--- src/rtl/mul_err_sweeper_if.sv ---
// Operand/product bus between the error sweeper and a multiplier under test,
// plus the sweep handshake and the accumulated error metrics.
interface mul_err_sweeper_if #(
  parameter int unsigned WIDTH = 8,
  parameter int unsigned ED_W  = 40
);
  logic                 start;
  logic                 busy;
  logic                 done;
  logic [WIDTH-1:0]     mul_in1;
  logic [WIDTH-1:0]     mul_in2;
  logic [2*WIDTH-2:0]   mul_out;
  logic                 mul_ovf;
  logic [2*WIDTH:0]     err_count;
  logic [2*WIDTH-1:0]   max_ed;
  logic [ED_W-1:0]      sum_ed;
  logic                 first_err_valid;
  logic [WIDTH-1:0]     first_err_a;
  logic [WIDTH-1:0]     first_err_b;

  modport master (
    input  start, mul_out, mul_ovf,
    output busy, done, mul_in1, mul_in2, err_count, max_ed, sum_ed,
           first_err_valid, first_err_a, first_err_b
  );

  modport slave (
    output start, mul_out, mul_ovf,
    input  busy, done, mul_in1, mul_in2, err_count, max_ed, sum_ed,
           first_err_valid, first_err_a, first_err_b
  );
endinterface

--- src/rtl/mul_err_sweeper.sv ---
// Drives every operand pair into a multiplier under test and accumulates error
// metrics (count, max/sum of error distance, first failing pair) against A*B.
module mul_err_sweeper #(
  parameter int unsigned WIDTH = 8,
  parameter int unsigned LAT   = 0,
  parameter int unsigned ED_W  = 40
) (
  input  logic              clk,
  input  logic              rst,
  mul_err_sweeper_if.master io_bus
);
  localparam int unsigned PW = 2 * WIDTH;
  localparam int unsigned DW = $clog2(LAT + 3);
  // Drain covers the alignment pipe, the sample stage, the compare stage and accumulate.
  localparam logic [DW-1:0] DrainLast = DW'(LAT + 2);

  typedef enum logic [1:0] {StIdle, StDrive, StDrain, StDone} state_e;

  state_e        r_state, w_state_d;
  logic [PW-1:0] r_cnt, w_cnt_d;
  logic [DW-1:0] r_dcnt, w_dcnt_d;
  logic          w_clr;

  always_ff @(posedge clk) begin
    if (rst) begin
      r_state <= StIdle;
      r_cnt   <= '0;
      r_dcnt  <= '0;
    end else begin
      r_state <= w_state_d;
      r_cnt   <= w_cnt_d;
      r_dcnt  <= w_dcnt_d;
    end
  end

  always_comb begin
    w_state_d = r_state;
    w_cnt_d   = r_cnt;
    w_dcnt_d  = '0;
    w_clr     = 1'b0;
    case (r_state)
      StIdle: begin
        if (io_bus.start) begin
          w_state_d = StDrive;
          w_cnt_d   = '0;
          w_clr     = 1'b1;
        end
      end
      StDrive: begin
        // The counter wraps to 0 on the last pair, which also zeroes the operands.
        w_cnt_d = r_cnt + PW'(1);
        if (&r_cnt) w_state_d = StDrain;
      end
      StDrain: begin
        w_dcnt_d = r_dcnt + DW'(1);
        if (r_dcnt == DrainLast) w_state_d = StDone;
      end
      StDone:  w_state_d = StIdle;
      default: w_state_d = StIdle;
    endcase
  end

  assign io_bus.busy    = (r_state == StDrive) || (r_state == StDrain);
  assign io_bus.done    = (r_state == StDone);
  assign io_bus.mul_in1 = r_cnt[WIDTH-1:0];
  assign io_bus.mul_in2 = r_cnt[PW-1:WIDTH];

  logic          w_drv_v;
  logic          w_al_v;
  logic [PW-1:0] w_al_op;

  assign w_drv_v = (r_state == StDrive);

  if (LAT == 0) begin : g_direct
    assign w_al_v  = w_drv_v;
    assign w_al_op = r_cnt;
  end else begin : g_align
    logic [LAT-1:0] r_pv;
    logic [PW-1:0]  r_pop [LAT];

    always_ff @(posedge clk) begin
      if (rst) begin
        r_pv <= '0;
        for (int k = 0; k < LAT; k++) r_pop[k] <= '0;
      end else begin
        r_pv[0]  <= w_drv_v;
        r_pop[0] <= r_cnt;
        for (int k = 1; k < LAT; k++) begin
          r_pv[k]  <= r_pv[k-1];
          r_pop[k] <= r_pop[k-1];
        end
      end
    end

    assign w_al_v  = r_pv[LAT-1];
    assign w_al_op = r_pop[LAT-1];
  end

  logic          r_s_v;
  logic [PW-1:0] r_s_op;
  logic [PW-1:0] r_s_p;
  logic          r_c_v;
  logic          r_c_mis;
  logic [PW-1:0] r_c_ed;
  logic [PW-1:0] r_c_op;
  logic [PW-1:0] w_pex;
  logic [PW-1:0] w_ed;
  logic          w_mis;

  assign w_pex = PW'(r_s_op[WIDTH-1:0]) * PW'(r_s_op[PW-1:WIDTH]);
  assign w_mis = (w_pex != r_s_p);
  assign w_ed  = (w_pex >= r_s_p) ? (w_pex - r_s_p) : (r_s_p - w_pex);

  always_ff @(posedge clk) begin
    if (rst) begin
      r_s_v   <= 1'b0;
      r_s_op  <= '0;
      r_s_p   <= '0;
      r_c_v   <= 1'b0;
      r_c_mis <= 1'b0;
      r_c_ed  <= '0;
      r_c_op  <= '0;
    end else begin
      r_s_v   <= w_al_v;
      r_s_op  <= w_al_op;
      r_s_p   <= {io_bus.mul_ovf, io_bus.mul_out};
      r_c_v   <= r_s_v;
      r_c_mis <= w_mis;
      r_c_ed  <= w_ed;
      r_c_op  <= r_s_op;
    end
  end

  logic [PW:0]      r_err;
  logic [PW-1:0]    r_max;
  logic [ED_W-1:0]  r_sum;
  logic             r_fv;
  logic [WIDTH-1:0] r_fa;
  logic [WIDTH-1:0] r_fb;
  logic [ED_W:0]    w_sum_wide;

  assign w_sum_wide = {1'b0, r_sum} + (ED_W + 1)'(r_c_ed);

  always_ff @(posedge clk) begin
    if (rst || w_clr) begin
      r_err <= '0;
      r_max <= '0;
      r_sum <= '0;
      r_fv  <= 1'b0;
      r_fa  <= '0;
      r_fb  <= '0;
    end else if (r_c_v && r_c_mis) begin
      r_err <= r_err + (PW + 1)'(1);
      r_sum <= w_sum_wide[ED_W] ? '1 : w_sum_wide[ED_W-1:0];
      if (r_c_ed > r_max) r_max <= r_c_ed;
      if (!r_fv) begin
        r_fv <= 1'b1;
        r_fa <= r_c_op[WIDTH-1:0];
        r_fb <= r_c_op[PW-1:WIDTH];
      end
    end
  end

  assign io_bus.err_count       = r_err;
  assign io_bus.max_ed          = r_max;
  assign io_bus.sum_ed          = r_sum;
  assign io_bus.first_err_valid = r_fv;
  assign io_bus.first_err_a     = r_fa;
  assign io_bus.first_err_b     = r_fb;
endmodule

--- src/flat_wrapper.sv ---
// flat-port wrapper written by rule: the top's interface ports become plain ports
module mul_err_sweeper_flat 
#(
  parameter int unsigned WIDTH = 8,
  parameter int unsigned LAT   = 0,
  parameter int unsigned ED_W  = 40
)
  (clk, rst, io_bus_start, io_bus_mul_out, io_bus_mul_ovf, io_bus_busy, io_bus_done, io_bus_mul_in1, io_bus_mul_in2, io_bus_err_count, io_bus_max_ed, io_bus_sum_ed, io_bus_first_err_valid, io_bus_first_err_a, io_bus_first_err_b);
  mul_err_sweeper_if #(.WIDTH(WIDTH), .ED_W(ED_W)) io_bus_i ();
  input  logic clk;
  input  logic rst;
  input wire logic [$bits(io_bus_i.start)-1:0] io_bus_start;
  input wire logic [$bits(io_bus_i.mul_out)-1:0] io_bus_mul_out;
  input wire logic [$bits(io_bus_i.mul_ovf)-1:0] io_bus_mul_ovf;
  output wire logic [$bits(io_bus_i.busy)-1:0] io_bus_busy;
  output wire logic [$bits(io_bus_i.done)-1:0] io_bus_done;
  output wire logic [$bits(io_bus_i.mul_in1)-1:0] io_bus_mul_in1;
  output wire logic [$bits(io_bus_i.mul_in2)-1:0] io_bus_mul_in2;
  output wire logic [$bits(io_bus_i.err_count)-1:0] io_bus_err_count;
  output wire logic [$bits(io_bus_i.max_ed)-1:0] io_bus_max_ed;
  output wire logic [$bits(io_bus_i.sum_ed)-1:0] io_bus_sum_ed;
  output wire logic [$bits(io_bus_i.first_err_valid)-1:0] io_bus_first_err_valid;
  output wire logic [$bits(io_bus_i.first_err_a)-1:0] io_bus_first_err_a;
  output wire logic [$bits(io_bus_i.first_err_b)-1:0] io_bus_first_err_b;
  assign io_bus_i.start = io_bus_start;
  assign io_bus_i.mul_out = io_bus_mul_out;
  assign io_bus_i.mul_ovf = io_bus_mul_ovf;
  assign io_bus_busy = io_bus_i.busy;
  assign io_bus_done = io_bus_i.done;
  assign io_bus_mul_in1 = io_bus_i.mul_in1;
  assign io_bus_mul_in2 = io_bus_i.mul_in2;
  assign io_bus_err_count = io_bus_i.err_count;
  assign io_bus_max_ed = io_bus_i.max_ed;
  assign io_bus_sum_ed = io_bus_i.sum_ed;
  assign io_bus_first_err_valid = io_bus_i.first_err_valid;
  assign io_bus_first_err_a = io_bus_i.first_err_a;
  assign io_bus_first_err_b = io_bus_i.first_err_b;
  mul_err_sweeper #(.WIDTH(WIDTH), .LAT(LAT), .ED_W(ED_W)) u_core (.clk(clk), .rst(rst), .io_bus(io_bus_i));
endmodule
--- config.mk ---
export PLATFORM = sky130hd
export DESIGN_NAME = mul_err_sweeper_flat
export DESIGN_NICKNAME = d
export VERILOG_FILES = /design/src/rtl/mul_err_sweeper_if.sv /design/src/rtl/mul_err_sweeper.sv /design/src/flat_wrapper.sv
export SDC_FILE = /design/constraint.sdc
export NUM_CORES = 1
export LEC_CHECK = 0
export CAP_MARGIN = 20
export CORE_ASPECT_RATIO = 2
export CORE_UTILIZATION = 45
export CTS_CLUSTER_SIZE = 14
export DETAILED_ROUTE_END_ITERATION = 8
export PLACE_DENSITY = 0.74
export SETUP_SLACK_MARGIN = 0.02
export SLEW_MARGIN = 20
export SYNTH_ARGS = -nofsm -noshare
export SYNTH_HDL_FRONTEND = slang
export SYNTH_SLANG_ARGS = --single-unit
--- constraint.sdc ---
create_clock -name clk -period 7.5 [get_ports clk]
set_input_delay 1.875 -clock clk [delete_from_list [all_inputs] [get_ports clk]]
set_output_delay 1.875 -clock clk [all_outputs]
set_load 0.005 [all_outputs]
==> impl_metrics.ini <==
[die]
num_rows = 81
initial_core_util_pct = 45.9
dieArea_um2 = 25700
die_h_um = 226
io_pins = 127
core_um2 = 24500
die_x_um = 114

[detailed_routing]
drc = 0
dr_total_vias = 9466
routed_wl_um = 29600
vias_per_cell = 5.40
wire_per_inst_um = 16.9
postRouteAntennaNets = 0
drt_iter0_drc = 461
drt_pass1_iterations = 5

[yosys]
synth_edf_count = 0
synth_fp_nets = 1466
netlist_area_um2 = 11300
synth.avg_cell_area_um2 = 8.65
yosysMostFrequentCell = dfxtp_1
synthAdderAreaFrac_pct = 18.7
synth-xor-area-share_pct = 5.21
synth_top_area_share_pct = 31.5
synth_cell_type_count = 74
synth_flop_cell = dfxtp_1
synthMuxAreaShare_pct = 3.20
synth_area_leaders = dfxtp_1 (31%), ha_1 (12%), fa_1 (6.9%), nand2_1 (4.4%), a21oi_1 (4.0%)
synthSimpleGateAreaFrac_pct = 22.0
synth_common_cells = dfxtp_1 (177), nand2_1 (133), inv_1 (117)
synth-seq-area-share_pct = 31.5
yosys.area.top_type = dfxtp_1
async_flop_share_pct = 0
syn_inst = 1302
synth_top_family_by_area = simple AND/OR/NAND/NOR gates
yosys_warnings = 0
synth_compound_area_share_pct = 13.8
synth-seq-cells = 177

[worst_setup_path]
rr_worst_depth = 22
r2r_start = u_core.r_s_op[11]
start_kind = flip-flop
rr_endpoint = u_core.r_c_ed[11]
critPathKind = flip-flop to flip-flop
critPathArrivalTime_ns = 7.31
end_kind = flip-flop
cp-startpoint = u_core.r_s_op[11]
worstPathRequired_ns = 7.85
r2r_slack_ns = 0.54
crit_path_max_fanout = 18

[place]
routabilityCongestion = 0.916
placed_area_um2 = 12800
dpl.cell_count = 1720
post-place-ws_ns = 0.572
numPortBuffers = 126
place.detailed.hpwl_um = 23300

[sta]
finalCriticalPeriod_ns = 6.96
finalSetupTns_ns = 0
skew_ns = 0.0119
slew_viol_final = 0
setup_viol = 0
slew_headroom_pct = 35.7
final_hold_viol_count = 0
setup_ws_ns = 0.537
tightest_slew_ns = 0.960
rsz0062_at_grt = false
post-route-period-util_pct = 92.8
max_freq_mhz = 144

[clock_tree]
clkTransAtPathRegs_ns = 0.08
cts_hold_buf = 0
clock_latency_ns = 0.47
cts_resized = 0
h-tree-depth = 4
tritoncts = done
root_buffer = clkbuf_16
numCtsBuffers = 17
cts_setup_buffers = 0
clockBufferDepth = 2
clkSinkCount = 177

[worst_hold_path]
hold_end = u_core.r_dcnt[0]
min_path_cells = 1
hold_path.class = flip-flop to flip-flop
hp-start = u_core.r_dcnt[0]

[global_route]
grt_pass1_wl_um = 46700
grt_start_max_net_pins = 79
grt-ovfl-total = 0
antenna_found_initial = 0
grt_pass1_vias = 9403
grt.total_usage_pct = 23.7

[power]
power.share.switching_pct = 31.2
power_frac_comb_pct = 15.6
irDropWorstVdd_mv = 0.155
p_seq_share_pct = 44.0
p_int_mw = 1.57
power_switching_uw = 712
power_density_nw_per_um2 = 170
clockPowerShare_pct = 40.4
p_leak_nw = 5.53

[layout]
syn_to_final_growth_pct = 19.2
fin_nets = 1571
final_cells = 1752
antenna_cells = 0
final_area_um2 = 13400
drive_gt1_share_pct = 5.00

[flow_run]
maxCapViolations = 0

[run_status]
status = complete, no violations
flip-flops by register name, summed over array words and instances (netlist names), 2 cells and up:
name / cells
u_core.r_c_op: 16
u_core.io_bus.first_err_a: 8
u_core.io_bus.err_count: 17
u_core.r_state: 2
u_core.r_s_p: 16
u_core.r_s_op: 16
u_core.r_c_ed: 16
u_core.r_cnt: 16
u_core.r_dcnt: 2
u_core.io_bus.first_err_b: 8
u_core.io_bus.sum_ed: 40
u_core.io_bus.max_ed: 16
worst max-delay path, cell delays in order, from the launching register on:
cell	delay (ns)
dfxtp_1	0.40
and2_1	0.22
fa_1	0.43
fa_1	0.54
inv_1	0.05
fa_1	0.47
fa_1	0.55
inv_1	0.04
ha_1	0.32
a21oi_1	0.23
nor2b_1	0.11
nor4_1	0.28
nor2_1	0.10
a21oi_1	0.30
xnor2_1	0.11
ha_1	0.51
nand4_2	0.21
or4_1	0.58
o211a_2	0.19
nand2_4	0.25
mux2i_1	0.43
a31oi_1	0.16
mux2_1	0.33
layout by cell type, fill, tap and decap left out, types with 17 or more instances in the layout:
master and count:
xnor2_1 33, ha_1 106, nor2b_1 64, xor2_1 34, fa_1 39, nand4_1 19, a21oi_1 89, and3_1 19
dfxtp_1 177, o21ai_0 45, nor2_1 78, a21o_1 21, nand2_1 133, clkdlybuf4s50_1 125, mux2i_1 27, and2_1 59
nand3_1 25, nor3_1 19, inv_1 117, clkbuf_16 17
power groups by stage:
stage / combinational [mW] / sequential (mW) / clock, mW
3_5_place_dp: 0.354 / 1.03 / 0
5_1_grt: 0.392 / 1.01 / 0.982
6_report: 0.357 / 1.00 / 0.922
4_1_cts: 0.356 / 1.00 / 0.939
2_1_floorplan: 0.245 / 1.01 / 0
3_3_place_gp: 0.340 / 1.02 / 0
layer usage:
layer  track usage, %  up-vias  part of all wire [%]
met3             3.89       80                   2.6
met1             22.0     4545                    36
li1                 -     4629                     -
met4             15.5        0                   5.5
met2             46.4      212                    56
met5                0        -                     0
worst max-delay path by stage:
stage,to,slack [ns],cells after the start
final,u_core.r_c_ed[11],0.54,22
after global routing,u_core.r_c_ed[11],0.09,22
after CTS,u_core.r_c_ed[11],0.55,21
after detailed placement,u_core.r_c_ed[11],0.57,21
after global placement,u_core.r_c_ed[11],0.70,22
after floorplan,u_core.r_c_ed[11],1.25,22
layout make-up:
cell class                      count  area (um2)
Clock buffer                       17         425
Clock inverter                     15         183
Fill cell                        2304       11100
Inverter                          117         439
Multi-Input combinational cell    963        7100
Sequential cell                   177        3540
Tap cell                          332         415
Timing Repair Buffer              131        1310
cells by family after synthesis:
kind of cell,after synthesis
adder cells (fa/ha/maj),145
flip-flops,177
XOR/XNOR,67
AO/OA/AOI/OAI,245
buffers and inverters,162
AND/OR/NAND/NOR,471
multiplexers,35
through the flow:
| step | util, % | power, mW | hold slack [ns] |
|---|---|---|---|
| 2_1_floorplan | - | 1.26 | 0.392 |
| 3_3_place_gp | 52.1 | 1.36 | 0.400 |
| 3_5_place_dp | 52.2 | 1.38 | 0.404 |
| 4_1_cts | 54.7 | 2.30 | 0.415 |
| 5_1_grt | 54.7 | 2.38 | 0.424 |
| 6_report | 54.7 | 2.28 | 0.414 |
Note: power is estimated with default switching activity, not from simulation.
